## config.mk

```make
export PLATFORM = sky130hd
export DESIGN_NAME = i2c_cfg_seq_flat
export DESIGN_NICKNAME = d
export VERILOG_FILES = /design/src/rtl/i2c_cfg_seq_if.sv /design/src/rtl/i2c_cfg_seq.sv /design/src/flat_wrapper.sv
export SDC_FILE = /design/constraint.sdc
export NUM_CORES = 1
export LEC_CHECK = 0
export CORE_ASPECT_RATIO = 1.25
export CORE_MARGIN = 2
export CORE_UTILIZATION = 30
export DETAILED_ROUTE_END_ITERATION = 8
export PLACE_DENSITY = 0.45
export SLEW_MARGIN = 20
export SYNTH_ARGS = -nofsm -noshare
export SYNTH_HDL_FRONTEND = slang
export SYNTH_SLANG_ARGS = --single-unit
```

## constraint.sdc

```tcl
create_clock -name sys_clk -period 6.5 [get_ports sys_clk]
set_input_delay 1.3 -clock sys_clk [delete_from_list [all_inputs] [get_ports sys_clk]]
set_output_delay 1.3 -clock sys_clk [all_outputs]
set_load 0.02 [all_outputs]
```

## src/rtl/i2c_cfg_seq_if.sv

```systemverilog
// Handshake and register bus between the init sequencer and the I2C driver.
// The sequencer is the master; the driver (or a model of it) is the slave.
interface i2c_cfg_seq_if;
  logic        i2c_start;
  logic        wr_en;
  logic        rd_en;
  logic        addr_num;
  logic [15:0] byte_addr;
  logic [7:0]  wr_data;
  logic        i2c_end;
  logic [7:0]  rd_data;

  modport master (
    output i2c_start, wr_en, rd_en, addr_num, byte_addr, wr_data,
    input  i2c_end, rd_data
  );

  modport slave (
    input  i2c_start, wr_en, rd_en, addr_num, byte_addr, wr_data,
    output i2c_end, rd_data
  );
endinterface

```

## src/rtl/i2c_cfg_seq.sv

```systemverilog
// Table-driven I2C register-init sequencer: walks a ROM of write / write+verify /
// delay / end entries after power-up and reports done or error with the failing index.
module i2c_cfg_seq #(
  parameter logic [15:0] CNT_PWR_MAX = 16'd1000,
  parameter logic [15:0] DELAY_UNIT  = 16'd1000,
  parameter logic [15:0] TIMEOUT_MAX = 16'd4000,
  parameter logic [1:0]  RETRY_MAX   = 2'd2,
  parameter logic [8:0]  TABLE_LEN   = 9'd256,
  parameter logic        ADDR_NUM    = 1'b0
) (
  input  logic                 sys_clk,
  input  logic                 sys_rst_n,
  input  logic                 cfg_go,
  output logic [7:0]           cfg_rom_addr,
  input  logic [25:0]          cfg_rom_data,
  i2c_cfg_seq_if.master        i2c,
  output logic                 cfg_busy,
  output logic                 cfg_done,
  output logic                 cfg_err,
  output logic [7:0]           err_idx
);

  typedef enum logic [3:0] {
    S_PWR_WAIT, S_FETCH_A, S_FETCH_D, S_ISSUE, S_WAIT_WR, S_RD_ISSUE,
    S_RD_WAIT, S_COMPARE, S_DELAY, S_NEXT, S_DONE, S_ERROR
  } state_t;

  localparam logic [1:0] OP_WRITE = 2'b00;
  localparam logic [1:0] OP_WRVFY = 2'b01;
  localparam logic [1:0] OP_DELAY = 2'b10;

  state_t      state_q, state_d;
  logic [7:0]  idx_q, idx_d;
  logic [31:0] cnt_q, cnt_d;
  logic [1:0]  op_q, op_d;
  logic [15:0] byte_addr_q, byte_addr_d;
  logic [7:0]  wr_data_q, wr_data_d;
  logic [7:0]  rd_q, rd_d;
  logic [1:0]  retry_q, retry_d;
  logic [31:0] delay_tgt;

  assign delay_tgt = 32'(wr_data_q) * 32'(DELAY_UNIT);

  always_ff @(posedge sys_clk or negedge sys_rst_n) begin
    if (!sys_rst_n) begin
      state_q     <= S_PWR_WAIT;
      idx_q       <= '0;
      cnt_q       <= '0;
      op_q        <= '0;
      byte_addr_q <= '0;
      wr_data_q   <= '0;
      rd_q        <= '0;
      retry_q     <= '0;
    end else begin
      state_q     <= state_d;
      idx_q       <= idx_d;
      cnt_q       <= cnt_d;
      op_q        <= op_d;
      byte_addr_q <= byte_addr_d;
      wr_data_q   <= wr_data_d;
      rd_q        <= rd_d;
      retry_q     <= retry_d;
    end
  end

  // One shared counter: it is cleared in every state that does not count, so
  // ISSUE/RD_ISSUE/FETCH_D leave it at zero for the timeout and delay states.
  always_comb begin
    state_d     = state_q;
    idx_d       = idx_q;
    cnt_d       = '0;
    op_d        = op_q;
    byte_addr_d = byte_addr_q;
    wr_data_d   = wr_data_q;
    rd_d        = rd_q;
    retry_d     = retry_q;
    unique case (state_q)
      S_PWR_WAIT: begin
        if (cnt_q == 32'(CNT_PWR_MAX) - 32'd1) begin
          state_d = S_FETCH_A;
          idx_d   = '0;
        end else begin
          cnt_d = cnt_q + 32'd1;
        end
      end
      S_FETCH_A: state_d = S_FETCH_D;
      S_FETCH_D: begin
        op_d        = cfg_rom_data[25:24];
        byte_addr_d = cfg_rom_data[23:8];
        wr_data_d   = cfg_rom_data[7:0];
        retry_d     = '0;
        if (cfg_rom_data[25:24] == OP_WRITE || cfg_rom_data[25:24] == OP_WRVFY)
          state_d = S_ISSUE;
        else if (cfg_rom_data[25:24] == OP_DELAY)
          state_d = S_DELAY;
        else
          state_d = S_DONE;
      end
      S_ISSUE: state_d = S_WAIT_WR;
      S_WAIT_WR: begin
        if (i2c.i2c_end)
          state_d = (op_q == OP_WRVFY) ? S_RD_ISSUE : S_NEXT;
        else if (cnt_q == 32'(TIMEOUT_MAX) - 32'd1)
          state_d = S_ERROR;
        else
          cnt_d = cnt_q + 32'd1;
      end
      S_RD_ISSUE: state_d = S_RD_WAIT;
      S_RD_WAIT: begin
        if (i2c.i2c_end) begin
          rd_d    = i2c.rd_data;
          state_d = S_COMPARE;
        end else if (cnt_q == 32'(TIMEOUT_MAX) - 32'd1) begin
          state_d = S_ERROR;
        end else begin
          cnt_d = cnt_q + 32'd1;
        end
      end
      S_COMPARE: begin
        if (rd_q == wr_data_q) begin
          retry_d = '0;
          state_d = S_NEXT;
        end else if (retry_q < RETRY_MAX) begin
          retry_d = retry_q + 2'd1;
          state_d = S_ISSUE;
        end else begin
          state_d = S_ERROR;
        end
      end
      S_DELAY: begin
        if (cnt_q + 32'd1 >= delay_tgt)
          state_d = S_NEXT;
        else
          cnt_d = cnt_q + 32'd1;
      end
      S_NEXT: begin
        if ({1'b0, idx_q} == TABLE_LEN - 9'd1) begin
          state_d = S_DONE;
        end else begin
          idx_d   = idx_q + 8'd1;
          state_d = S_FETCH_A;
        end
      end
      S_DONE, S_ERROR: begin
        if (cfg_go) begin
          idx_d   = '0;
          retry_d = '0;
          state_d = S_FETCH_A;
        end
      end
      default: state_d = S_PWR_WAIT;
    endcase
  end

  assign cfg_rom_addr  = idx_q;
  assign i2c.i2c_start = (state_q == S_ISSUE) || (state_q == S_RD_ISSUE);
  assign i2c.wr_en     = (state_q == S_ISSUE) || (state_q == S_WAIT_WR);
  assign i2c.rd_en     = (state_q == S_RD_ISSUE) || (state_q == S_RD_WAIT);
  assign i2c.addr_num  = ADDR_NUM;
  assign i2c.byte_addr = byte_addr_q;
  assign i2c.wr_data   = wr_data_q;
  assign cfg_busy      = !((state_q == S_DONE) || (state_q == S_ERROR));
  assign cfg_done      = (state_q == S_DONE);
  assign cfg_err       = (state_q == S_ERROR);
  assign err_idx       = (state_q == S_ERROR) ? idx_q : '0;

endmodule

```

## src/flat_wrapper.sv

```systemverilog
// flat-port wrapper written by rule: the top's interface ports become plain ports
module i2c_cfg_seq_flat 
#(
  parameter logic [15:0] CNT_PWR_MAX = 16'd1000,
  parameter logic [15:0] DELAY_UNIT  = 16'd1000,
  parameter logic [15:0] TIMEOUT_MAX = 16'd4000,
  parameter logic [1:0]  RETRY_MAX   = 2'd2,
  parameter logic [8:0]  TABLE_LEN   = 9'd256,
  parameter logic        ADDR_NUM    = 1'b0
)
  (sys_clk, sys_rst_n, cfg_go, cfg_rom_addr, cfg_rom_data, cfg_busy, cfg_done, cfg_err, err_idx, i2c_i2c_start, i2c_wr_en, i2c_rd_en, i2c_addr_num, i2c_byte_addr, i2c_wr_data, i2c_i2c_end, i2c_rd_data);
  i2c_cfg_seq_if i2c_i ();
  input  logic sys_clk;
  input  logic sys_rst_n;
  input  logic cfg_go;
  output logic [7:0] cfg_rom_addr;
  input  logic [25:0] cfg_rom_data;
  output logic cfg_busy;
  output logic cfg_done;
  output logic cfg_err;
  output logic [7:0] err_idx;
  output wire logic [$bits(i2c_i.i2c_start)-1:0] i2c_i2c_start;
  output wire logic [$bits(i2c_i.wr_en)-1:0] i2c_wr_en;
  output wire logic [$bits(i2c_i.rd_en)-1:0] i2c_rd_en;
  output wire logic [$bits(i2c_i.addr_num)-1:0] i2c_addr_num;
  output wire logic [$bits(i2c_i.byte_addr)-1:0] i2c_byte_addr;
  output wire logic [$bits(i2c_i.wr_data)-1:0] i2c_wr_data;
  input wire logic [$bits(i2c_i.i2c_end)-1:0] i2c_i2c_end;
  input wire logic [$bits(i2c_i.rd_data)-1:0] i2c_rd_data;
  assign i2c_i2c_start = i2c_i.i2c_start;
  assign i2c_wr_en = i2c_i.wr_en;
  assign i2c_rd_en = i2c_i.rd_en;
  assign i2c_addr_num = i2c_i.addr_num;
  assign i2c_byte_addr = i2c_i.byte_addr;
  assign i2c_wr_data = i2c_i.wr_data;
  assign i2c_i.i2c_end = i2c_i2c_end;
  assign i2c_i.rd_data = i2c_rd_data;
  i2c_cfg_seq #(.CNT_PWR_MAX(CNT_PWR_MAX), .DELAY_UNIT(DELAY_UNIT), .TIMEOUT_MAX(TIMEOUT_MAX), .RETRY_MAX(RETRY_MAX), .TABLE_LEN(TABLE_LEN), .ADDR_NUM(ADDR_NUM)) u_core (.sys_clk(sys_clk), .sys_rst_n(sys_rst_n), .cfg_go(cfg_go), .cfg_rom_addr(cfg_rom_addr), .cfg_rom_data(cfg_rom_data), .i2c(i2c_i), .cfg_busy(cfg_busy), .cfg_done(cfg_done), .cfg_err(cfg_err), .err_idx(err_idx));
endmodule
```

==> summary.md <==
| Metric | Value |
|---|---|
| Synth unique cells | 52 |
| # clock sinks | 80 |
| Post-DP HPWL | 11700 um |
| Final max-slew violation count | 0 |
| Critical path required time | 6740 ps |
| Area of the multi-input gates | 3790 um^2 |
| Outcome | complete, no violations |
| Relative slew slack | 47.3% |
| Sequential share of the synthesized area | 32.9% |
| Commonest non-fill, non-tap cell in the layout | clkdlybuf4s50_1 |
| R2R Path Start | u_core.i2c.wr_data[1]$_DFFE_PN0P_ |
| Max_cap viols | 0 |
| Initial core utilization | 30.4% |
| Max H-tree Level | 3 |
| Mapped Cells | 638 |
| CTS tree | yes |
| Crit path kind | flop to flop |
| Setup Fix Bufs, Post-CTS | 0 |
| Nets@finish | 835 |
| DR DRC count | 0 |
| Mapped cell area | 6090 um^2 |
| FF-to-FF path depth | 21 |
| Leading cell types in the layout, fill and taps excluded | clkdlybuf4s50_1, dfrtp_1, ha_1 |
| Critical R2R Capture | u_core.state_q[0]$_DFFE_PN0P_ |
| # IOs | 85 |
| CTS Root Cell | clkbuf_16 |
| Die area | 21500 um^2 |
| Post-synth EDFFs | 0 |
| Dominant synthesized flop cell | dfrtp_1 |
| Final Wtd Congestion | 0.847 |
| Via density | 4.86 |
| CP endpoint kind | flop |
| Hold Path Class | flop to flop |
| Yosys reg bits | 80 |
| Total global-route track usage | 14.5% |
| Post-synth ARST share | 100% |
| FILL cells | 2044 |
| Die H | 163 um |
| Fin crit period | 6190 ps |
| CP Max Fanout | 21 |
| PortBufs | 83 |
| Vias in the first global route | 5015 |
| Vias | 4839 |
| Clk buf depth | 2 |
| Antenna violations before repair | 0 |
| Reg area | 2000 um^2 |
| Die Span X | 131 um |
| Fin crit share | 95.3% |
| YS warnings | 0 |
| Clock skew | 8.67 ps |
| DR iter-0 viols | 226 |
| CTS Buf Count | 9 |
| Worst-Skew Late Latency | 350 ps |
| CTS Hold Bufs | 0 |
| Core area | 20000 um^2 |
| Setup TNS | 0 ps |
| Worst Setup Start Kind | flop |
| Area delta synth->final | 24.2% |
| Largest net degree at the start of global routing | 60 |
| Worst-Margin Slew | 790 ps |
| Reg2reg setup slack | 310 ps |
| Worst setup path startpoint | u_core.i2c.wr_data[1]$_DFFE_PN0P_ |
| Row cnt | 58 |
| Synthesized area per cell | 9.55 um^2 |
| First-pass GRT wire length | 25100 um |
| Final hold vios | 0 |
| Final setup violation count | 0 |
| Syn nets | 753 |
| Resize count post-CTS | 0 |
| Routed WL | 15000 um |
| DR WL/cell | 15.1 um |
| Routed Antenna Nets | 0 |
| Post-route insts no fill | 995 |
| Worst endpoint data arrival time | 6430 ps |
| Drt pass-1 iters | 4 |
| Fmax | 0.161 GHz |
| Reg clk slew, reported paths | 70 ps |
| CP Capture Point | u_core.state_q[0]$_DFFE_PN0P_ |
| Antenna Cells | 0 |
| Overflow after GRT | 0 |
| Share of cells above drive strength 1 | 9.93% |
| Placed cell count | 979 |
worst min-delay path by stage:
stage	start	end	slack (ps)	cells after the start
2_1_floorplan	u_core.cnt_q[0]$_DFF_PN0_	u_core.cnt_q[0]$_DFF_PN0_	470	1
3_3_place_gp	u_core.i2c.byte_addr[13]$_DFFE_PN0P_	u_core.i2c.byte_addr[13]$_DFFE_PN0P_	490	1
3_5_place_dp	u_core.i2c.byte_addr[8]$_DFFE_PN0P_	u_core.i2c.byte_addr[8]$_DFFE_PN0P_	500	1
4_1_cts	u_core.i2c.byte_addr[8]$_DFFE_PN0P_	u_core.i2c.byte_addr[8]$_DFFE_PN0P_	510	1
5_1_grt	u_core.i2c.byte_addr[6]$_DFFE_PN0P_	u_core.i2c.byte_addr[6]$_DFFE_PN0P_	530	1
6_report	u_core.i2c.byte_addr[8]$_DFFE_PN0P_	u_core.i2c.byte_addr[8]$_DFFE_PN0P_	510	1
worst max-delay path, cell delays in order, from the launching register on:
cell	delay, ps
dfrtp_2	490
fa_1	550
inv_1	50
fa_1	520
fa_1	440
fa_1	510
inv_1	40
ha_1	310
or3_1	360
o211a_1	130
a41oi_1	280
nand2b_1	110
xnor2_1	130
ha_1	180
a21o_1	150
a2111oi_0	360
o21ai_0	180
a211oi_2	270
nand4_1	100
or4_1	440
buf_4	250
a22o_1	220
stage by stage:
step / cell area, um^2 / util (%) / hold WS (ps) / worst slack (ps)
2_1_floorplan: 6090 / - / 472 / 656
3_3_place_gp: 7220 / 36.0 / 492 / 255
3_5_place_dp: 7220 / 36.0 / 495 / 166
4_1_cts: 7550 / 37.7 / 512 / 111
5_1_grt: 7560 / 37.8 / 532 / -46.5
6_report: 7560 / 37.8 / 509 / 307
final cells by class:
type | count | area share (%)
Multi-Input combinational cell | 483 | 50.1
Sequential cell | 80 | 26.5
Timing Repair Buffer | 91 | 11.7
Tap cell | 270 | 4.47
Clock buffer | 9 | 2.98
Inverter | 55 | 2.73
Clock inverter | 7 | 1.44
kinds of logic after synthesis:
family                   synth area share [%]
other                                  0.0616
buffers and inverters                    5.24
XOR/XNOR                                 8.20
AND/OR/NAND/NOR                          17.9
adder cells (fa/ha/maj)                  18.4
AO/OA/AOI/OAI                            11.9
flip-flops                               32.9
multiplexers                             5.48
routing by layer:
metal	up-vias	track usage [%]	part of all wire, %
li1	2390	-	-
met2	79	25.3	51
met1	2359	18.2	45
met4	0	4.25	1.0
met5	-	0	0
met3	11	2.70	2.7
Yosys cell counts, drive strengths merged (9+ instances only):
library cell	count	area, um^2
o21ai	25	125
nand4	18	128
ha	56	701
nand2b	10	62.6
nor4	9	62.6
a21boi	17	146
dfrtp	80	2000
nor2	38	143
nand2	44	165
nand3	26	130
xor2	31	272
fa	21	420
nor3	13	65.1
clkbuf	15	56.3
xnor2	26	228
mux2	27	304
inv	55	206
and2	12	75.1
a21oi	39	195
flip-flops by register name (all words and copies together) (netlist names):
| signal | cells |
|---|---|
| u_core.cnt_q | 32 |
| u_core.i2c.byte_addr | 16 |
| u_core.cfg_rom_addr | 8 |
| u_core.i2c.wr_data | 8 |
| u_core.rd_q | 8 |
| u_core.state_q | 4 |
| u_core.op_q | 2 |
| u_core.retry_q | 2 |
Power is left out: the tool's default activity adds up to more than one toggle a clock period on the data nets, which glitch-free logic cannot reach.
